--- src/rtl/button_step_ctrl.sv ---
// Set-button conditioner: synchronises, debounces and arbitrates the up/down push-buttons
// and turns them into one-cycle step strobes with press-and-hold auto-repeat.
module button_step_ctrl #(
  parameter int unsigned DEBOUNCE_CYCLES = 1000000,
  parameter int unsigned REPEAT_DELAY    = 50000000,
  parameter int unsigned REPEAT_PERIOD   = 10000000,
  parameter int unsigned CNT_W           = 27,
  parameter bit          BTN_ACTIVE_LOW  = 1'b1
) (
  input  logic i_clk,
  input  logic i_reset,
  input  logic i_ena,
  input  logic i_btn_up,
  input  logic i_btn_down,
  output logic o_up,
  output logic o_down,
  output logic o_held
);

  localparam int unsigned BTN_UP   = 0;
  localparam int unsigned BTN_DOWN = 1;

  localparam logic [CNT_W-1:0] DEBOUNCE_LAST = CNT_W'(DEBOUNCE_CYCLES - 1);
  localparam logic [CNT_W-1:0] DELAY_LAST    = CNT_W'(REPEAT_DELAY - 1);
  localparam logic [CNT_W-1:0] PERIOD_LAST   = CNT_W'(REPEAT_PERIOD - 1);

  // Raw pin level that means "not pressed" for both buttons.
  localparam logic [1:0] RELEASED_RAW = {2{BTN_ACTIVE_LOW}};

  typedef enum logic [1:0] {
    ST_IDLE,
    ST_DELAY,
    ST_REPEAT,
    ST_LOCK
  } state_t;

  typedef enum logic {
    DIR_UP,
    DIR_DOWN
  } dir_t;

  logic [1:0]       raw_pins;
  logic [1:0]       sync_meta;
  logic [1:0]       sync_pins;
  logic [1:0]       pressed;
  logic [1:0]       db_pressed;
  logic [CNT_W-1:0] db_cnt [2];

  state_t           state;
  state_t           state_nxt;
  dir_t             dir;
  dir_t             dir_nxt;
  logic [CNT_W-1:0] timer;
  logic [CNT_W-1:0] timer_nxt;
  logic [CNT_W-1:0] timer_last;
  logic             step;
  logic             up_nxt;
  logic             down_nxt;
  logic             dir_pressed;
  logic             other_pressed;

  assign raw_pins = {i_btn_down, i_btn_up};

  // NOTE: sequential state uses non-blocking assignments so every flop samples pre-edge values.
  always_ff @(posedge i_clk) begin
    if (i_reset) begin
      sync_meta <= RELEASED_RAW;
      sync_pins <= RELEASED_RAW;
    end else begin
      sync_meta <= raw_pins;
      sync_pins <= sync_meta;
    end
  end

  assign pressed = sync_pins ^ RELEASED_RAW;

  // Debounced level only moves after DEBOUNCE_CYCLES consecutive disagreeing samples.
  always_ff @(posedge i_clk) begin
    if (i_reset) begin
      db_pressed <= 2'b00;
      for (int i = 0; i < 2; i++) begin
        db_cnt[i] <= '0;
      end
    end else begin
      for (int i = 0; i < 2; i++) begin
        if (pressed[i] == db_pressed[i]) begin
          db_cnt[i] <= '0;
        end else if (db_cnt[i] == DEBOUNCE_LAST) begin
          db_pressed[i] <= ~db_pressed[i];
          db_cnt[i]     <= '0;
        end else begin
          db_cnt[i] <= db_cnt[i] + 1'b1;
        end
      end
    end
  end

  assign dir_pressed   = (dir == DIR_DOWN) ? db_pressed[BTN_DOWN] : db_pressed[BTN_UP];
  assign other_pressed = (dir == DIR_DOWN) ? db_pressed[BTN_UP]   : db_pressed[BTN_DOWN];
  assign timer_last    = (state == ST_DELAY) ? DELAY_LAST : PERIOD_LAST;

  // NOTE: every signal gets a default first so no path through the block can infer a latch.
  always_comb begin
    state_nxt = state;
    dir_nxt   = dir;
    timer_nxt = timer;
    step      = 1'b0;

    if (!i_ena) begin
      state_nxt = ST_IDLE;
    end else begin
      case (state)
        ST_IDLE: begin
          if (db_pressed[BTN_UP] ^ db_pressed[BTN_DOWN]) begin
            dir_nxt   = db_pressed[BTN_DOWN] ? DIR_DOWN : DIR_UP;
            step      = 1'b1;
            timer_nxt = '0;
            state_nxt = ST_DELAY;
          end else if (&db_pressed) begin
            state_nxt = ST_LOCK;
          end
        end
        ST_DELAY, ST_REPEAT: begin
          // Exits take priority over the repeat timer, so the exit cycle never steps.
          if (other_pressed) begin
            state_nxt = ST_LOCK;
          end else if (!dir_pressed) begin
            state_nxt = ST_IDLE;
          end else if (timer == timer_last) begin
            step      = 1'b1;
            timer_nxt = '0;
            state_nxt = ST_REPEAT;
          end else begin
            timer_nxt = timer + 1'b1;
          end
        end
        ST_LOCK: begin
          if (db_pressed == 2'b00) begin
            state_nxt = ST_IDLE;
          end
        end
        default: begin
          state_nxt = ST_IDLE;
        end
      endcase
    end

    up_nxt   = step && (dir_nxt == DIR_UP);
    down_nxt = step && (dir_nxt == DIR_DOWN);
  end

  always_ff @(posedge i_clk) begin
    if (i_reset) begin
      state  <= ST_IDLE;
      dir    <= DIR_UP;
      timer  <= '0;
      o_up   <= 1'b0;
      o_down <= 1'b0;
    end else begin
      state  <= state_nxt;
      dir    <= dir_nxt;
      timer  <= timer_nxt;
      o_up   <= up_nxt;
      o_down <= down_nxt;
    end
  end

  assign o_held = (state == ST_DELAY) || (state == ST_REPEAT);

endmodule

--- config.mk ---
export PLATFORM = sky130hd
export DESIGN_NAME = button_step_ctrl
export DESIGN_NICKNAME = d
export VERILOG_FILES = /design/src/rtl/button_step_ctrl.sv
export SDC_FILE = /design/constraint.sdc
export NUM_CORES = 1
export LEC_CHECK = 0
export CORE_MARGIN = 2
export CORE_UTILIZATION = 47
export DETAILED_ROUTE_END_ITERATION = 7
export GPL_TIMING_DRIVEN = 0
export PLACE_DENSITY = 0.61
export SETUP_SLACK_MARGIN = 0.05
export SLEW_MARGIN = 15
export SYNTH_ARGS = -nofsm -noshare
export SYNTH_HDL_FRONTEND = slang
export SYNTH_SLANG_ARGS = --single-unit
--- constraint.sdc ---
create_clock -name i_clk -period 3.5 [get_ports i_clk]
set_clock_uncertainty 0.05 [all_clocks]
set_input_delay 0.525 -clock i_clk [delete_from_list [all_inputs] [get_ports i_clk]]
set_output_delay 0.525 -clock i_clk [all_outputs]
set_load 0.01 [all_outputs]
==> summary.md <==
| Metric | Value |
|---|---|
| Status | finished clean |
| Final setup vio count | 0 |
| Sequential power share | between 60% and 70% |
| Hold slack final | 360.9 ps |
| Flops & latches, synth | roughly 90 |
| Worst setup endpoint | timer[6]$_SDFFE_PP0P_ |
| All-Layer GR Usage | between 10% and 20% |
| Drt total wl | about 9700 um |
| Yosys warning total | 0 |
| Vias | 3,871 |
| Cell count after synthesis | 530 |
| Main combinational cell family by area after synthesis | simple AND/OR/NAND/NOR gates |
| Pre-CTS WS | 429.9 ps |
| Post-CTS resize count | 0 |
| # port buffers | 7 |
| Worst setup EP type | flop |
| Sum Neg Setup Slack | 0 ps |
| Standard-cell row count | 37 |
| CP Cell Sequence | inv_1, ha_1, inv_1, o311ai_2, clkbuf_1, nor2_1, xnor2_1, nor2_1 |
| I/O pins | 8 |
| Vias in the first global route | 3,633 |
| Cts bufs inserted | 9 |
| Clk Latency, worst-skew pair | 370 ps |
| Most frequent cells in the layout | nor2_1 (94), edfxtp_1 (54), conb_1 (54) |
| Hold WC Path Type | flop to flop |
| Routed WL per cell | 13.07 um |
| CP Launch Point | state[1]$_SDFFE_PP0P_ |
| Worst-Margin Slew | 1056 ps |
| Slowest stage cell on the critical path | o311ai_2 |
| R2r endpoint | timer[6]$_SDFFE_PP0P_ |
| Pwr Total | between 1.5 and 2 mW |
| Synth Area in Adders | between 2 and 2.5% |
| Die height | 107.3 um |
| Crit-path max FO | 10 |
| Reg2reg setup slack | 720 ps |
| CP Launch Type | flop |
| GPL Wtd Cong | between 0.8 and 0.9 |
| Max Freq | approximately 0.36 GHz |
| CP Depth | 8 |
| Sink Count | 92 |
| N_diodes | 0 |
| Final #Nets | 615 |
| Initial Util | 48.54% |
| Synth async-reset ratio | 0% |
| Synth Area in XOR/XNOR | between 10% and 20% |
| Area delta synth->final | 12.81% |
| Average size of a mapped cell | approximately 9.5 sq um |
| Final period util | 79.46% |
| Comb pwr share | 3.7% |
| First-pass DRT Iterations | 4 |
| Post-DP HPWL | roughly 7000 um |
| Clk buf depth | 2 |
| Leak Pwr | 1.870 nW |
| CTS tree | built |
| Seq/Total Area, Yosys | 47.54% |
| Net Sw Frac | between 20% and 30% |
| Die ar. | ~0.012 sq mm |
| RSZ-0062 raised after global routing | no |
| Arrival time at the worst endpoint | 2980 ps |
| Yosys cell types | 49 |
| CP top delay family | buffers and inverters |
| Grt total ovfl | 0 |
| First-pass GRT wire length | 16,630 um |
| Clk network pwr share | 35.8% |
| Routed vias/inst | 5.217 |
| Internal cell power | 1.526 mW |
| Post-synthesis simple-gate area fraction | a little under a third |
| DRC Markers | 0 |
| Clock-pin slew on the worst setup and hold paths | 90 ps |
| Die Wd | 107.3 um |
| Slew Limit Headroom | 29.03% |
| Initial antenna violation count | 0 |
| Netlist Area Pre-Place | 0.005011 sq mm |
| CP Class | flop to flop |
| Layout cells sized above 1 | 4.125% |
| Post-synth EDFFs | between 50 and 60 |
| H-tree levels | 3 |
| Endpoints failing hold | 0 |
| Post-CTS Setup Bufs | 0 |
| Worst EP required | 3700 ps |
| Max Cap Viol | 0 |
| Antenna viol nets, final | 0 |
| Max stage delay on crit path | just over 700 ps |
| Reg2Reg Launch Point | state[1]$_SDFFE_PP0P_ |
| VDD IR-drop max | 0.2035 mV |
| Iteration-0 DRC Markers | 215 |
| CTS Root Cell | clkbuf_8 |
| Buffers and inverters on the worst path | 3 |
| Final WS setup | 718.7 ps |
| R2r worst-path depth | 8 |
| NetSw | roughly 460 uW |
| Largest net degree at the start of global routing | 16 |
| Hold-fix buffers at CTS | 0 |
| Post-route minimum period | 2781 ps |
| Top FF cell, synth | edfxtp_1 |
| Max Slew Vio Count | 0 |
| Power per Cell Area | between 300 and 400 mW/mm^2 |
| Commonest non-fill, non-tap cell in the layout | nor2_1 |
| Core box area | 0.01032 sq mm |
| Portion of netlist area occupied by mux cells | 1.473% |
| Complex-gate fraction of the synthesized area | 3.695% |
==> power by group through the flow <==
stage	clock network (mW)	registers [mW]	logic, mW
global route	0.768	1.21	0.0839
detailed placement	0	1.23	0.0713
floorplan	0	1.22	0.0553
CTS	0.738	1.20	0.0719
global placement	0	1.23	0.0706
finish	0.711	1.20	0.0726
==> cell type report <==
type | instances | area, sq um
plain buffers | 16 | 61.31
clock buffers | 12 | 166.4
clock inverters | 4 | 28.78
fillers | 980 | 4671
inverters | 17 | 63.81
multi-input cells | 458 | 2710
flip-flops and latches | 92 | 2382
well taps | 136 | 170.2
repair buffers | 7 | 70.07
==> logic make-up after synthesis <==
family	count (synthesis)
adder cells (fa/ha/maj)	9
buffers and inverters	33
AND/OR/NAND/NOR	293
AO/OA/AOI/OAI	25
XOR/XNOR	70
multiplexers	7
other	1
flip-flops	92
==> Yosys cell counts (11+ instances only) <==
| cell | instances | area [sq um] |
|---|---|---|
| inv_1 | 17 | 63.81 |
| xnor2_1 | 42 | 367.9 |
| nor3_1 | 20 | 100.1 |
| nor2_1 | 94 | 352.8 |
| nand3_1 | 32 | 160.2 |
| nor4_1 | 17 | 106.4 |
| edfxtp_1 | 54 | 1622 |
| nand2_1 | 39 | 146.4 |
| clkbuf_1 | 14 | 52.55 |
| xor2_1 | 28 | 245.2 |
| and3_1 | 11 | 68.82 |
| nand4_1 | 26 | 162.7 |
| dfxtp_1 | 38 | 760.7 |
==> worst min path at each step <==
stage,slack [ps],to,startpoint,cells past startpoint
finish,360,sync_pins[1]$_SDFF_PP1_,sync_meta[1]$_SDFF_PP1_,1
global route,390,sync_pins[0]$_SDFF_PP1_,sync_meta[0]$_SDFF_PP1_,1
CTS,370,sync_pins[1]$_SDFF_PP1_,sync_meta[1]$_SDFF_PP1_,1
detailed placement,350,sync_pins[1]$_SDFF_PP1_,sync_meta[1]$_SDFF_PP1_,1
global placement,340,sync_pins[1]$_SDFF_PP1_,sync_meta[1]$_SDFF_PP1_,1
floorplan,340,sync_pins[0]$_SDFF_PP1_,sync_meta[0]$_SDFF_PP1_,1
==> sequential cells by signal, indices dropped and copies added (netlist names) <==
signal and cells:
db_cnt 54, db_pressed 2, dir 1, o_down 1, o_up 1, state 2
sync_meta 2, sync_pins 2, timer 27
==> metrics by stage <==
step	util (%)	std cells	cell area, sq um
3_3_place_gp	52.79	726	5450
4_1_cts	54.68	742	5645
6_report	54.76	742	5653
5_1_grt	54.76	742	5653
2_1_floorplan	-	583	5210
3_5_place_dp	52.79	726	5450
==> worst register-to-register path, stage by stage, from the launching register on <==
cell	delay, ps
dfxtp_1	390
inv_1	80
ha_1	420
inv_1	170
o311ai_2	710
clkbuf_1	480
nor2_1	130
xnor2_1	190
nor2_1	50
==> routing by layer <==
layer / routed length (um) / part of all wire, % / GRT usage [%] / vias up
li1: - / - / - / 2001
met1: 4799 / 49 / 24.20 / 1819
met2: 4505 / 46 / 28.93 / 38
met3: 214 / 2.2 / 2.603 / 13
met4: 179 / 1.8 / 7.978 / 0
met5: 0 / 0 / 0 / -
Power figures use the tool's default switching activity.
